<file path="src/rtl/psp_pkg.sv">
// Shared types and default widths for the psp data cache.
package psp_pkg;

    localparam int PSP_ADDR_W = 32;
    localparam int PSP_DATA_W = 32;

    typedef enum logic [1:0] {
        IDLE  = 2'd0,
        FILL  = 2'd1,
        WRITE = 2'd2
    } dcache_state_t;

endpackage

</file>
<file path="src/rtl/psp_dcache_store.sv">
// Flop-based tag/data/valid arrays for the direct-mapped data cache.
// Combinational read by index, synchronous write, single-cycle clear of all valid bits.
module psp_dcache_store #(
    parameter int LINES  = 64,
    parameter int IDX_W  = 6,
    parameter int TAG_W  = 26,
    parameter int DATA_W = 32
) (
    input  logic              clk,
    input  logic              rst_n,
    input  logic [IDX_W-1:0]  i_rd_idx,
    output logic              o_rd_valid,
    output logic [TAG_W-1:0]  o_rd_tag,
    output logic [DATA_W-1:0] o_rd_data,
    input  logic              i_we,
    input  logic [IDX_W-1:0]  i_wr_idx,
    input  logic [TAG_W-1:0]  i_wr_tag,
    input  logic [DATA_W-1:0] i_wr_data,
    input  logic              i_clr
);

    logic [LINES-1:0]  r_valid;
    logic [TAG_W-1:0]  r_tag  [LINES];
    logic [DATA_W-1:0] r_data [LINES];

    always_ff @(posedge clk or negedge rst_n) begin
        if (!rst_n) begin
            r_valid <= '0;
        end else if (i_clr) begin
            r_valid <= '0;
        end else if (i_we) begin
            r_valid[i_wr_idx] <= 1'b1;
        end
    end

    // Tag/data need no reset: they are only trusted behind a set valid bit.
    always_ff @(posedge clk) begin
        if (i_we) begin
            r_tag[i_wr_idx]  <= i_wr_tag;
            r_data[i_wr_idx] <= i_wr_data;
        end
    end

    assign o_rd_valid = r_valid[i_rd_idx];
    assign o_rd_tag   = r_tag[i_rd_idx];
    assign o_rd_data  = r_data[i_rd_idx];

endmodule

</file>
<file path="src/rtl/psp_dcache.sv">
// Direct-mapped, write-through, no-write-allocate data cache with single-word lines.
// Define PSP_DCACHE_STATS_EN to add saturating hit_count/miss_count outputs.
module psp_dcache
    import psp_pkg::*;
#(
    parameter int ADDR_W      = PSP_ADDR_W,
    parameter int DATA_W      = PSP_DATA_W,
    parameter int LINES       = 64,
    parameter int MEM_LATENCY = 1
) (
    input  logic              clk,
    input  logic              rst_n,
    input  logic              req_valid,
    output logic              req_ready,
    input  logic              req_we,
    input  logic [ADDR_W-1:0] req_addr,
    input  logic [DATA_W-1:0] req_wdata,
    output logic              resp_valid,
    output logic [DATA_W-1:0] resp_rdata,
    input  logic              flush,
    output logic [ADDR_W-1:0] mem_addr,
    output logic [DATA_W-1:0] mem_data_i,
    input  logic [DATA_W-1:0] mem_data_o,
    output logic              mem_data_en
`ifdef PSP_DCACHE_STATS_EN
    ,
    output logic [31:0]       hit_count,
    output logic [31:0]       miss_count
`endif
);

    localparam int IDX_W = $clog2(LINES);
    localparam int TAG_W = ADDR_W - IDX_W;
    localparam int CNT_W = $clog2(MEM_LATENCY + 1);

    dcache_state_t     r_state, w_state_nxt;
    logic [CNT_W-1:0]  r_cnt, w_cnt_nxt;
    logic [ADDR_W-1:0] r_mem_addr, w_mem_addr_nxt;
    logic [DATA_W-1:0] r_mem_data_i, w_mem_data_i_nxt;
    logic              r_mem_en, w_mem_en_nxt;
    logic              r_resp_valid, w_resp_valid_nxt;
    logic [DATA_W-1:0] r_resp_rdata, w_resp_rdata_nxt;

    logic              w_rd_valid;
    logic [TAG_W-1:0]  w_rd_tag;
    logic [DATA_W-1:0] w_rd_data;
    logic              w_hit, w_accept;
    logic              w_we, w_clr;
    logic [IDX_W-1:0]  w_wr_idx;
    logic [TAG_W-1:0]  w_wr_tag;
    logic [DATA_W-1:0] w_wr_data;

    psp_dcache_store #(
        .LINES  (LINES),
        .IDX_W  (IDX_W),
        .TAG_W  (TAG_W),
        .DATA_W (DATA_W)
    ) u_store (
        .clk        (clk),
        .rst_n      (rst_n),
        .i_rd_idx   (req_addr[IDX_W-1:0]),
        .o_rd_valid (w_rd_valid),
        .o_rd_tag   (w_rd_tag),
        .o_rd_data  (w_rd_data),
        .i_we       (w_we),
        .i_wr_idx   (w_wr_idx),
        .i_wr_tag   (w_wr_tag),
        .i_wr_data  (w_wr_data),
        .i_clr      (w_clr)
    );

    assign w_hit     = w_rd_valid && (w_rd_tag == req_addr[ADDR_W-1:IDX_W]);
    // Gated by rst_n so the core never sees ready while reset is held.
    assign req_ready = rst_n && (r_state == IDLE) && !flush;
    assign w_accept  = req_valid && req_ready;

    always_ff @(posedge clk or negedge rst_n) begin
        if (!rst_n) begin
            r_state      <= IDLE;
            r_cnt        <= '0;
            r_mem_addr   <= '0;
            r_mem_data_i <= '0;
            r_mem_en     <= 1'b0;
            r_resp_valid <= 1'b0;
            r_resp_rdata <= '0;
        end else begin
            r_state      <= w_state_nxt;
            r_cnt        <= w_cnt_nxt;
            r_mem_addr   <= w_mem_addr_nxt;
            r_mem_data_i <= w_mem_data_i_nxt;
            r_mem_en     <= w_mem_en_nxt;
            r_resp_valid <= w_resp_valid_nxt;
            r_resp_rdata <= w_resp_rdata_nxt;
        end
    end

    always_comb begin
        w_state_nxt      = r_state;
        w_cnt_nxt        = r_cnt;
        w_mem_addr_nxt   = r_mem_addr;
        w_mem_data_i_nxt = r_mem_data_i;
        w_mem_en_nxt     = 1'b0;
        w_resp_valid_nxt = 1'b0;
        w_resp_rdata_nxt = '0;
        w_we             = 1'b0;
        w_clr            = 1'b0;
        w_wr_idx         = req_addr[IDX_W-1:0];
        w_wr_tag         = req_addr[ADDR_W-1:IDX_W];
        w_wr_data        = req_wdata;
        case (r_state)
            IDLE: begin
                if (flush) begin
                    w_clr = 1'b1;
                end else if (w_accept) begin
                    if (req_we) begin
                        // Write-through: refresh the line only if already present.
                        w_we             = w_hit;
                        w_state_nxt      = WRITE;
                        w_mem_addr_nxt   = req_addr;
                        w_mem_data_i_nxt = req_wdata;
                        w_mem_en_nxt     = 1'b1;
                        w_resp_valid_nxt = 1'b1;
                    end else if (w_hit) begin
                        w_resp_valid_nxt = 1'b1;
                        w_resp_rdata_nxt = w_rd_data;
                    end else begin
                        w_state_nxt    = FILL;
                        w_cnt_nxt      = '0;
                        w_mem_addr_nxt = req_addr;
                    end
                end
            end
            FILL: begin
                if (r_cnt == CNT_W'(MEM_LATENCY)) begin
                    w_we             = 1'b1;
                    w_wr_idx         = r_mem_addr[IDX_W-1:0];
                    w_wr_tag         = r_mem_addr[ADDR_W-1:IDX_W];
                    w_wr_data        = mem_data_o;
                    w_resp_valid_nxt = 1'b1;
                    w_resp_rdata_nxt = mem_data_o;
                    w_state_nxt      = IDLE;
                end else begin
                    w_cnt_nxt = r_cnt + CNT_W'(1);
                end
            end
            WRITE:   w_state_nxt = IDLE;
            default: w_state_nxt = IDLE;
        endcase
    end

    assign resp_valid  = r_resp_valid;
    assign resp_rdata  = r_resp_rdata;
    assign mem_addr    = r_mem_addr;
    assign mem_data_i  = r_mem_data_i;
    assign mem_data_en = r_mem_en;

`ifdef PSP_DCACHE_STATS_EN
    logic [31:0] r_hit_cnt, r_miss_cnt;
    logic        w_hit_inc, w_miss_inc;

    assign w_hit_inc  = w_accept && !req_we && w_hit;
    assign w_miss_inc = w_accept && !req_we && !w_hit;

    always_ff @(posedge clk or negedge rst_n) begin
        if (!rst_n) begin
            r_hit_cnt  <= '0;
            r_miss_cnt <= '0;
        end else begin
            if (w_hit_inc && (r_hit_cnt != '1)) r_hit_cnt <= r_hit_cnt + 32'd1;
            if (w_miss_inc && (r_miss_cnt != '1)) r_miss_cnt <= r_miss_cnt + 32'd1;
        end
    end

    assign hit_count  = r_hit_cnt;
    assign miss_count = r_miss_cnt;
`endif

endmodule

</file>
<file path="config.mk">
export PLATFORM = sky130hd
export DESIGN_NAME = psp_dcache
export DESIGN_NICKNAME = d
export VERILOG_FILES = /design/src/rtl/psp_pkg.sv /design/src/rtl/psp_dcache_store.sv /design/src/rtl/psp_dcache.sv
export SDC_FILE = /design/constraint.sdc
export NUM_CORES = 2
export LEC_CHECK = 0
export CAP_MARGIN = 10
export CORE_MARGIN = 5
export CORE_UTILIZATION = 30
export DETAILED_ROUTE_END_ITERATION = 6
export GPL_TIMING_DRIVEN = 0
export SYNTH_ARGS = -nofsm -noshare
export SYNTH_HDL_FRONTEND = slang
export SYNTH_SLANG_ARGS = --single-unit
</file>
<file path="constraint.sdc">
create_clock -name clk -period 6.7 [get_ports clk]
set_input_delay 1.34 -clock clk [delete_from_list [all_inputs] [get_ports clk]]
set_output_delay 1.34 -clock clk [all_outputs]
set_load 0.005 [all_outputs]
</file>
---- Word level (Yosys, flattened, before mapping) ----
Memory sizes are Yosys's and may differ from the RTL's.
Index checks and enable logic that the tools add are counted.
operators by class
  reductions and logical operators ........ 13
  order comparisons ....................... 3
  $add $sub $neg .......................... 1
  bitwise operators ....................... 2
  eq/ne operators ......................... 9
  mux-type cells .......................... 50
operators with widths
  cell                                                               number
  2-to-1 mux 32 bit                                                  9
  2-to-1 mux 64 bit                                                  2
  OR 64 bit                                                          1
  one-hot mux 32 bit (2 select lines)                                1
  2-to-1 mux 26 bit                                                  2
  == test 26 bit                                                     1
  2-to-1 mux 1 bit                                                   23
  less-than comparator 6 x 7 -> 1 bit, second input constant         2
  2-to-1 mux 6 bit                                                   2
  inequality test 2 bit, second input constant                       6
  AND reduction 4 bit                                                3
  2-to-1 mux 2 bit                                                   5
  binary-select mux 1 bit (select 6 bit)                             1
  demux 1 bit (select 6 bit)                                         1
  greater-or-equal comparator 6 x 1 -> 1 bit, second input constant  1
  one-hot mux 1 bit (2 select lines)                                 3
  logical AND 1 bit                                                  5
  AND reduction 5 bit                                                1
  one-hot mux 2 bit (2 select lines)                                 1
  nonzero test 2 bit                                                 2
  inequality test 3 bit, second input constant                       1
  == test 2 x 1 -> 1 bit, second input constant                      1
  logical NOT 2 bit                                                  1
  adder 1 bit, second input constant                                 1
  2 further kinds                                                    2
word-level totals
  input port bits ......................... 101
  register bits ........................... 165
  output and inout port bits .............. 99
  memories ................................ 2
  RAM bits ................................ 3712
  word-level logic and storage cells ...... 88
memory list
  memory          words  bits a word  read ports  clocked after memory_dff  write ports  RTL line                text
  u_store.r_data  64     32           1           0                         1            psp_dcache_store.sv:24  logic [DATA_W-1:0] r_data [LINES];
  u_store.r_tag   64     26           1           0                         1            psp_dcache_store.sv:23  logic [TAG_W-1:0] r_tag [LINES];

---- Longest topological paths before layout ----
  word-level depth ........................ 9
  depth in mapped cells ................... 19
  gate-level depth less buffers ........... 10

---- Cells and area by module ----
Synthesis repeated with hierarchy kept, for this count alone.
second synthesis, totals
  cells, all modules ...................... 6463
  area, all modules ....................... 148001.9 µm²
modules (own cells, without submodules)
  module            seq. area each (µm²)  area an instance (µm²)  cells each  times used
  psp_dcache_store  113068.4              143093.5                5924        1
  psp_dcache        2527.4                4908.5                  539         1

---- Worst setup path after synthesis ----
Ideal clock, no wire load.
  path type ............................... input to register
  from .................................... in req_addr[0]
  to ...................................... mem u_store.r_data[10][0] (enable)
  data required time ...................... 6.226 ns
  path buffers ............................ 8
  library setup time ...................... 0.474 ns
  stages on the path ...................... 18
  setup slack ............................. -0.748 ns
  arrival time ............................ 6.974 ns
  cells stage by stage .................... buf_6 buf_12 buf_6 buf_6 buf_6 buf_4 buf_2 mux2i_1 a22oi_1 nand3_1 nand2_1 or4_1 a211oi_1 nand4_1 nor3_2 a31oi_1 clkbuf_1 nor2_1
between the ends
  longest elaborated chain between the ends .. 9
  elaborated cells on any way between the ends .. 13
  those cells by class .................... eq/ne (1); mux (10); reduce/logical (1); memory (1)
RTL lines
  item                                                                                   RTL line                                  text
  start: declaration                                                                     psp_dcache.sv:16                          input logic [ADDR_W-1:0] req_addr,
  memory (64 x 26 bit) / binary-select mux 1 bit (select 6 bit) (equally long branches)  --
  == test 26 bit / 2-to-1 mux 1 bit (equally long branches)                              psp_dcache.sv:72, psp_dcache_store.sv:44
  logical AND 1 bit                                                                      psp_dcache.sv:72                          assign w_hit = w_rd_valid && (w_rd_tag == req_addr[ADDR_W-1:IDX_W]);
  2-to-1 mux 1 bit                                                                       psp_dcache.sv:115                         if (req_we) begin
  2-to-1 mux 1 bit                                                                       psp_dcache.sv:114                         end else if (w_accept) begin
  2-to-1 mux 1 bit                                                                       psp_dcache.sv:112                         if (flush) begin
  one-hot mux 1 bit (2 select lines)                                                     psp_dcache.sv:110                         case (r_state)
  2-to-1 mux 1 bit                                                                       psp_dcache_store.sv:38                    if (i_we) begin
  2-to-1 mux 1 bit (implied by the code)                                                 psp_dcache_store.sv:40                    r_data[i_wr_idx] <= i_wr_data;
  end: declaration                                                                       psp_dcache_store.sv:24
Parallel ways exist; a longest one is shown, timed or not. The select of a mux whose other input is x is not followed.

---- Worst setup path after layout ----
  from .................................... in req_addr[3]
  to ...................................... mem u_store.r_data[31][1] (enable)
The elaborated chain is that of the path after synthesis.

==> flow_summary.json <==
{
  "cp.required_ns": 7.34,
  "die_x_um": 716,
  "drv_slew": 10,
  "startpoint_type": "primary input",
  "cts_tree": "yes",
  "numPortBuffers": 196,
  "worst_slew_pin_slew_ns": 1.53,
  "r2r_start": "u_store.r_tag[5][11]",
  "drtPass1Iterations": 7,
  "dp_hpwl_um": 380000,
  "drtIter0Drc": 15300,
  "areaGrowthSynthToFinish_pct": 21.5,
  "ys_ff_latch": 3877,
  "worst_ep_arrival_time_ns": 7.65,
  "drc": 200,
  "p_per_area_nw_per_um2": 289,
  "coreArea_um2": 497000,
  "ios": 200,
  "initial_utilization_pct": 30.1,
  "drive_above_1_share_pct": 28.7,
  "cts.htree.levels": 5,
  "finClkSkew_ns": 0.117,
  "violations": "DRC, capacitance limit, slew limit, setup timing",
  "hold_class": "primary input to async pin",
  "yosysSeqAreaShare_pct": 77.2,
  "ys_warn_count": 0,
  "synth_cells": 6891,
  "overflow": 0,
  "antenna_left": 0,
  "setup_violations": 718,
  "rsz0062_at_grt": "true",
  "antenna_found_initial": 35,
  "cts_root_buf": "clkbuf_16",
  "die_h_um": 716,
  "synth_area_leaders": "edfxtp_1 (74%), mux4_2 (14%), dfrtp_1 (2.8%), mux2i_1 (2.2%), nand2_1 (1.2%)",
  "nets": 8016,
  "max_freq_mhz": 143,
  "clockBufferDepth": 4,
  "regArea_um2": 116000,
  "fin_cells": 14900,
  "vias": 84000,
  "first_global_vias": 80800,
  "max_stage_delay_ns": 0.67,
  "endpoint_kind": "flop",
  "finalHoldViolCount": 0,
  "ir_drop_uv": 210,
  "leakage_nw": 58.0,
  "grt_max_degree": 92,
  "async_reset_ff_share_pct": 4.26,
  "worstSetupStartpoint": "req_addr[3]",
  "dieArea_um2": 513000,
  "fillCellCount": 44600,
  "dp.cells": 14100,
  "grt_pass1_wl_um": 726000,
  "vias_per_cell": 5.63,
  "max_slew_margin_pct": -2.83,
  "yosys.area.top_type_share_pct": 74.5,
  "synth_edf_count": 3712,
  "finalCriticalPeriod_ns": 7.01,
  "synthFlopType": "edfxtp_1",
  "synth_area_leader_cell": "edfxtp_1",
  "clkTransAtPathRegs_ns": 0.06,
  "syn_nets": 6992,
  "holdWs_ns": 0.280,
  "worst_slack_ns": -0.305,
  "grt.total_usage_pct": 20.8,
  "finalWirelength_um": 549000,
  "cts_sinks": 3877,
  "synth_area_um2": 150000,
  "rows": 259,
  "wl_per_cell_um": 36.8,
  "min_period_over_period_pct": 105,
  "clock_latency_ns": 1.04,
  "cp_max_fo": 20,
  "maxCapViolations": 2,
  "yosysUniqueCellTypes": 82,
  "cpMostUsedCell": "buf_12",
  "status": "finished with violations",
  "cts_buffers": 396,
  "worst_path_max_delay_cell": "or4_1",
  "worstSetupPathType": "primary input to flop",
  "routabilityCongestion": 0.926,
  "finalPower_mw": 52.6,
  "cp_cell_sequence": "dlygate4sd2_1 > clkbuf_1 > nor2b_2 > clkbuf_4 > a22oi_1 > nand3_1 > nand3_1 > o21ai_0 > nand2_1 > or4_1 > nor4_4 > buf_4 > a21boi_2 > clkbuf_8 > nor2_4 > buf_12 > buf_12 > buf_12 > buf_12",
  "avgSynthCellArea_um2": 21.7,
  "multiInputGateArea_um2": 33000
}
layout by cell type, fill, tap and decap left out, types with 51 or more instances in the layout:
| cell | synthesis | final |
|---|---|---|
| a22oi_1 | 136 | 135 |
| buf_12 | 1 | 293 |
| buf_2 | 96 | 82 |
| buf_4 | 23 | 101 |
| clkbuf_1 | 162 | 193 |
| clkbuf_16 | 0 | 402 |
| clkbuf_2 | 0 | 51 |
| clkdlybuf4s50_1 | 0 | 194 |
| clkinv_1 | 1 | 91 |
| clkinv_2 | 0 | 79 |
| dfrtp_1 | 165 | 165 |
| edfxtp_1 | 3712 | 3712 |
| mux2i_1 | 323 | 323 |
| mux4_2 | 933 | 933 |
| nand2_1 | 498 | 438 |
| nand2_2 | 0 | 60 |
| nand3_1 | 106 | 102 |
| nor2_4 | 0 | 66 |
| o21ai_0 | 123 | 119 |
registers in the layout, summed over array words and instances, names as in the netlist:
| name | flops |
|---|---|
| r_state | 2 |
| mem_data_en | 1 |
| u_store.r_valid | 64 |
| r_cnt | 1 |
| u_store.r_data | 2048 |
| resp_valid | 1 |
| mem_addr | 32 |
| u_store.r_tag | 1664 |
| mem_data_i | 32 |
| resp_rdata | 32 |
where the power goes:
group	switching, mW	internal (mW)
Sequential	0.0920	27.0
Combinational	2.38	1.29
Clock	9.49	12.4
Total	12.0	40.6
through the flow:
step                      util, %  setup slack (ns)  area, um2  setup TNS, ns
after floorplan                 -            -0.748     150000       -2711.88
after global placement       32.2            -16.56     160000              -
after detailed placement     33.7             -4.24     168000              -
after CTS                    36.5           -0.0309     181000         -0.256
after global routing         36.6            -0.261     182000         -22.81
final                        36.6            -0.305     182000         -74.49
per-layer routing:
metal | part of all wire, % | track usage (%) | wire length [um] | up-vias
met1 | 36 | 26.7 | 195000 | 44600
li1 | - | - | - | 31000
met2 | 45 | 31.8 | 246000 | 6855
met3 | 13 | 6.49 | 73300 | 1566
met4 | 6.2 | 10.6 | 34300 | 18
met5 | 0.064 | 0.364 | 350 | -
final timing paths:
kind | end | slack (ns) | cells after the start
min reg2reg | mem_data_i[15] | 0.48 | 2
max | u_store.r_data[31][1] | -0.31 | 19
max in group asynchronous | resp_rdata[8] | 5.15 | 2
max reg2reg | u_store.r_data[31][1] | 1.03 | 16
min | mem_addr[17] | 0.28 | 1
min in group clk | mem_data_i[15] | 0.48 | 2
area by class of cell:
cell class	instances	area share, %
Inverter	12	0.0248
Sequential cell	3877	63.6
Clock buffer	492	5.72
Tap cell	6655	4.58
Antenna cell	26	0.0358
Clock inverter	238	1.20
Timing Repair Buffer	627	5.49
Buffer	379	1.27
Multi-Input combinational cell	2622	18.1
worst max-delay path, delay by kind of cell:
family          cells  cell delay (ns)
compound gates      3             0.57
buf+inv             9             3.01
simple gates        7             2.55
timing repair:
action	4_1_cts	5_1_grt
setup endpoints to repair	3778	2779
gates resized for setup	139	46
hold buffers	0	0
pin swaps	40	14
buffers inserted	64	15
cloned	0	0
cell families after synthesis:
group           count (synthesis)  synth area share (%)
buf+inv                       392                  1.30
simple gates                  845                  2.50
compound gates                448                  2.04
flops                        3877                  77.2
xor+xnor                       18                 0.105
mux                          1311                  16.8
cells in the mapped netlist, types with 7 or more instances:
master and instances:
buf_1 66, or3_1 7, mux4_1 13, a211oi_1 14
buf_4 23, mux2_4 29, nand4_1 17, clkbuf_1 162
xnor2_1 11, o22ai_1 23, nor2b_1 17, and2_1 10
mux2_2 13, nand3b_1 7, nand3_1 106, o221ai_1 9
buf_6 28, a22o_1 8, mux4_2 933, nor2_1 100
nor3_1 16, nor4_1 11, edfxtp_1 3712, a21oi_1 32
a221oi_1 14, and3_1 9, mux2i_1 323, a22oi_1 136
nand2_1 498, o211ai_1 9, and4_1 7, o21ai_0 123
inv_1 8, a31oi_1 13, a32oi_1 16, buf_2 96
xor2_1 7, nand2b_1 8, dfrtp_1 165
Power figures use the tool's default switching activity.
